File: src/rtl/hilo_muldiv_ctrl.sv
// HI/LO owner with iterative MULTU (shift-add) and DIVU (restoring); WIDTH+1 cycles accept-to-done.
// Accepts only when idle; stall holds back HI/LO users while iterating, flush aborts without touching HI/LO.
module hilo_muldiv_ctrl #(
  parameter int WIDTH = 32
) (
  input  logic             clk,
  input  logic             rst_n,
  input  logic             start,
  input  logic [1:0]       op,
  input  logic [WIDTH-1:0] src_a,
  input  logic [WIDTH-1:0] src_b,
  input  logic             hilo_rd,
  input  logic             flush,
  output logic             busy,
  output logic             stall,
  output logic             done,
  output logic             div0,
  output logic [WIDTH-1:0] hi,
  output logic [WIDTH-1:0] lo
);

  localparam int CW = $clog2(WIDTH) + 1;
  localparam logic [CW-1:0] LAST = CW'(WIDTH - 1);
  localparam logic [1:0] OP_MULTU = 2'b00;
  localparam logic [1:0] OP_DIVU  = 2'b01;
  localparam logic [1:0] OP_MTHI  = 2'b10;
  localparam logic [1:0] OP_MTLO  = 2'b11;

  typedef enum logic [1:0] {IDLE, MUL, DIV} state_t;

  state_t           state, state_nxt;
  logic [CW-1:0]    count;
  logic             accept;
  logic             last;

  // Shared datapath: MUL uses acc_hi:acc_lo as P and opnd as M;
  // DIV uses acc_hi as R, acc_lo as Q and opnd as D.
  logic [WIDTH-1:0] acc_hi, acc_lo, opnd;
  logic [WIDTH-1:0] acc_hi_nxt, acc_lo_nxt;
  logic [WIDTH:0]   mul_sum;
  logic [WIDTH:0]   div_shift;
  logic [WIDTH-1:0] div_rem;
  logic             div_ge;

  assign busy  = (state != IDLE);
  assign stall = busy & (start | hilo_rd);
  assign last  = (count == LAST);

  assign mul_sum   = {1'b0, acc_hi} + ({1'b0, opnd} & {(WIDTH+1){acc_lo[0]}});
  assign div_shift = {acc_hi, acc_lo[WIDTH-1]};
  assign div_ge    = (div_shift >= {1'b0, opnd});
  assign div_rem   = WIDTH'(div_shift - {1'b0, opnd});

  always_comb begin
    acc_hi_nxt = mul_sum[WIDTH:1];
    acc_lo_nxt = {mul_sum[0], acc_lo[WIDTH-1:1]};
    if (state == DIV) begin
      acc_hi_nxt = div_ge ? div_rem : div_shift[WIDTH-1:0];
      acc_lo_nxt = {acc_lo[WIDTH-2:0], div_ge};
    end
  end

  always_comb begin
    state_nxt = state;
    accept    = 1'b0;
    case (state)
      IDLE: begin
        if (start && !flush) begin
          accept = 1'b1;
          if (op == OP_MULTU)     state_nxt = MUL;
          else if (op == OP_DIVU) state_nxt = DIV;
        end
      end
      MUL, DIV: if (flush || last) state_nxt = IDLE;
      default:  state_nxt = IDLE;
    endcase
  end

  always_ff @(posedge clk or negedge rst_n) begin
    if (!rst_n) state <= IDLE;
    else        state <= state_nxt;
  end

  always_ff @(posedge clk or negedge rst_n) begin
    if (!rst_n) begin
      acc_hi <= '0;
      acc_lo <= '0;
      opnd   <= '0;
      count  <= '0;
      hi     <= '0;
      lo     <= '0;
      done   <= 1'b0;
      div0   <= 1'b0;
    end else begin
      done <= 1'b0;
      div0 <= 1'b0;
      if (accept) begin
        count <= '0;
        case (op)
          OP_MTHI: hi <= src_a;
          OP_MTLO: lo <= src_a;
          OP_MULTU: begin
            acc_hi <= '0;
            acc_lo <= src_b;
            opnd   <= src_a;
          end
          default: begin
            acc_hi <= '0;
            acc_lo <= src_a;
            opnd   <= src_b;
          end
        endcase
      end else if (busy) begin
        if (flush) begin
          count <= '0;
        end else begin
          acc_hi <= acc_hi_nxt;
          acc_lo <= acc_lo_nxt;
          count  <= count + 1'b1;
          if (last) begin
            hi    <= acc_hi_nxt;
            lo    <= acc_lo_nxt;
            done  <= 1'b1;
            div0  <= (state == DIV) && (opnd == '0);
            count <= '0;
          end
        end
      end
    end
  end

endmodule

File: config.mk
export PLATFORM = sky130hd
export DESIGN_NAME = hilo_muldiv_ctrl
export DESIGN_NICKNAME = d
export VERILOG_FILES = /design/src/rtl/hilo_muldiv_ctrl.sv
export SDC_FILE = /design/constraint.sdc
export NUM_CORES = 1
export LEC_CHECK = 0
export ABC_CLOCK_PERIOD_IN_PS = 4150
export BUFFER_PORTS_ARGS = -buffer_cell sky130_fd_sc_hd__buf_4
export CELL_PAD_IN_SITES_DETAIL_PLACEMENT = 0
export CELL_PAD_IN_SITES_GLOBAL_PLACEMENT = 2
export CORE_ASPECT_RATIO = 0.5
export CORE_MARGIN = 2
export CORE_UTILIZATION = 36
export DETAILED_ROUTE_END_ITERATION = 7
export HOLD_SLACK_MARGIN = 0.15
export PLACE_DENSITY_LB_ADDON = 0.08
export SYNTH_ARGS = -nofsm -noshare
export SYNTH_HDL_FRONTEND = slang
export SYNTH_SLANG_ARGS = --single-unit
export TNS_END_PERCENT = 20
File: constraint.sdc
create_clock -name clk -period 4.15 [get_ports clk]
set_clock_uncertainty 0.05 [all_clocks]
set_input_delay 0.2075 -clock clk [delete_from_list [all_inputs] [get_ports clk]]
set_output_delay 0.2075 -clock clk [all_outputs]
set_load 0.1 [all_outputs]
==> results.cfg <==
[yosys]
number_of_flip_flops_and_latches_in_the_synthesized_netlist = 170
syn-instance-count = 1517
yosysSeqAreaShare_pct = 34.3
cell_area_synth_sq_um = 12400
synth.avg_cell_area_sq_um = 8.19
synth_async_sr_flop_share_pct = 100
yosysUniqueCellTypes = 77
ys_warn_count = 0
post-synth-top-area-fraction_pct = 34.3
post_synthesis_net_count = 1657
ys_top_cells_by_area = dfrtp_1, nand2_1, ha_1, a21oi_1, mux2i_1
synthDominantAreaCellType = dfrtp_1
number_of_enable_flip_flop_cells_after_synthesis = 0
synth_ff_type = dfrtp_1

[setup_path]
crit_path_top_delay_cell = dfrtp_1
worst_ep_required_time_ps = 4420
setup.worst_path.start_class = flop
timing.critical_path.fanout_max = 30
timing.setup.critical_path_class = flop to flop
crit_chain = buf_4, and2_1, ha_1, a21oi_1, o211ai_1, a21oi_1, o211ai_1, a211oi_4, o21ai_0, xor2_1, o2bb2ai_1, o21ai_0
worst_path_largest_cell_delay_ps = 450
cp-end-kind = flop
cp.arrival_ps = 4280

[detailed_routing]
wirelength_um = 55700
dr.pass1.iters = 5
detail_route.vias_per_cell = 5.78
initialDrtViolationCount = 1279
route.vias.total = 12700
post_drt_wl_per_cell_um = 25.3
final_routed_drc_violation_total = 0
postRouteAntennaNets = 0

[global_routing]
grt_use_total_pct = 31.0
first_global_vias = 12100
grt_start_max_net_pins = 94
grt_antenna_before_repair = 4
grt_pass1_wl_um = 81200
globalRouteOverflowTotal = 0

[timing]
layout_setup_ws_ps = 136
timing.final.hold_violations = 0
finalMaxSlewViolations = 0
timing.final.crit_period_ps = 4010
timing.final.setup_violations = 0
setup_repair_after_global_routing_missed_its_margin = no
finalCritPeriodShare_pct = 96.7
max_slew.worst_pin.slew_ps = 1230
slew-limit-headroom_pct = 17.4
maxClockFrequency_ghz = 0.249

[status]
outcome = completed

[placement]
buffer_ports.inserted = 138
finalWeightedCongestion = 0.931
placed_area_sq_um = 14200
place_hpwl_um = 42300
pre_cts_ws_ps = 95.7

[clock_network]
root_buffer = clkbuf_16
worst_skew_pair.late_latency_ps = 450
clock_sinks = 170
htree_levels = 4
cts_inserted_buffers = 17
tritoncts = built
clkSlewWorstSetupHoldPaths_ps = 80
clockBufferDepth = 2

[die]
die_y_um = 135
floorplan.initialDensity_pct = 36.3
floorplan.die.width_um = 267
num_rows = 48
die_area_sq_um = 36100
design.core.area_sq_um = 34200
design.portCount = 139

[flow_run]
timing.max_cap.violations = 0

[final_layout]
post_route_cells_drive_above_1_share_pct = 16.4
diodes = 0
final_cell_utilization_of_the_core_pct = 46.1
finalInstanceArea_sq_um = 15800
flow.area_growth_from_synthesis_pct = 27.0
fillCellCount = 3451
finalNetCount = 1880

[worst_hold_path]
hp-class = primary input to flop
==> registers in the layout, summed over array words and instances (netlist names) <==
register	cells
state	2
hi	32
acc_lo	32
opnd	32
done	1
div0	1
count	6
lo	32
acc_hi	32
==> worst max-delay path, delay by kind of cell, from the launching register on <==
family | cells | cell delay (ps)
AND/OR/NAND/NOR | 1 | 180
AO/OA/AOI/OAI | 8 | 2360
flip-flops | 1 | 450
buffers and inverters | 1 | 380
adder cells (fa/ha/maj) | 1 | 270
XOR/XNOR | 1 | 180
==> cells in the mapped netlist (13+ instances only) <==
| cell type | count |
|---|---|
| a31oi_1 | 14 |
| o21bai_1 | 14 |
| nand2_1 | 231 |
| a21o_1 | 36 |
| mux2i_1 | 66 |
| o31ai_1 | 17 |
| ha_1 | 67 |
| xnor2_1 | 27 |
| nand3_1 | 41 |
| a31o_2 | 23 |
| o21ai_0 | 120 |
| nor2_1 | 109 |
| nand4_1 | 13 |
| and2_1 | 58 |
| a21oi_1 | 139 |
| inv_1 | 51 |
| clkbuf_1 | 75 |
| and3_1 | 21 |
| dfrtp_1 | 170 |
| xor2_1 | 23 |
| nor2b_1 | 19 |
| a211oi_1 | 17 |
==> timing repair <==
item	CTS	global route
setup buffers	0	2
hold buffers	96	0
endpoints found under the setup margin	0	7
resized for setup	0	2
endpoints found under the hold margin	196	0
==> worst paths after layout <==
path | startpoint | end | slack [ps] | cells past startpoint
max | acc_lo[0] | acc_hi[25] | 140 | 12
min | src_a[12] | acc_lo[12] | 180 | 4
max reg2reg | acc_lo[0] | acc_hi[25] | 140 | 12
min reg2reg | lo[31] | lo[31] | 440 | 2
max in group asynchronous | rst_n | opnd[6] | 2590 | 3
min in group asynchronous | rst_n | acc_lo[6] | 330 | 2
==> metal layers <==
metal,routed length [um],vias up,global-route usage [%]
met2,20600,517,39.3
li1,-,5882,-
met4,417,2,4.62
met3,6860,36,13.6
met1,27700,6292,47.7
met5,13,-,0
==> cells in the final DEF (no fill, tap or decap), drive strengths merged, types with 5 or more instances in the layout <==
master	Yosys	routed
clkinv	0	5
buf	12	196
a31o	23	23
o21ai	126	126
o21bai	14	14
nor2	109	109
mux2	10	10
a22o	5	5
xnor2	27	27
a311oi	11	11
nand2b	5	5
and3	21	21
and2	59	59
nand2	234	234
nand4	14	14
o21a	6	6
a221oi	6	6
mux2i	66	66
inv	51	57
a21oi	141	141
ha	67	67
clkbuf	76	19
o31ai	17	17
nor2b	19	19
or2	5	5
nor3b	5	5
a21o	36	36
dlygate4sd3	0	96
a31oi	14	14
a21boi	8	8
nor4	11	11
o211ai	11	11
nand3	41	41
xor2	23	23
nor3	11	11
a211oi	19	19
dfrtp	170	170
==> stage by stage <==
step | cells | setup TNS (ps) | hold slack [ps]
global placement | 2073 | -88.3 | 325
detailed placement | 2073 | 0 | 335
CTS | 2201 | 0 | 154
global route | 2203 | 0 | 184
finish | 2203 | 0 | 183
floorplan | 1517 | 0 | -138
==> area by class of cell <==
class	count	area (sq um)	share of cell area, %
clock inverters	13	156	0.992
flip-flops and latches	170	4250	27.0
multi-input cells	1208	7670	48.6
clock buffers	19	443	2.81
repair buffers	292	2500	15.8
inverters	51	191	1.21
well taps	450	563	3.57
==> cells by family after synthesis <==
group | after synthesis | synth area share [%]
buf+inv | 139 | 4.47
compound gates | 470 | 24.2
mux | 76 | 6.23
fa+ha+maj | 69 | 7.07
flops | 170 | 34.3
xor+xnor | 50 | 3.53
simple gates | 543 | 20.2
Power is not shown: default switching activity piles up to over one toggle a cycle in this logic, so the estimate is an artifact.
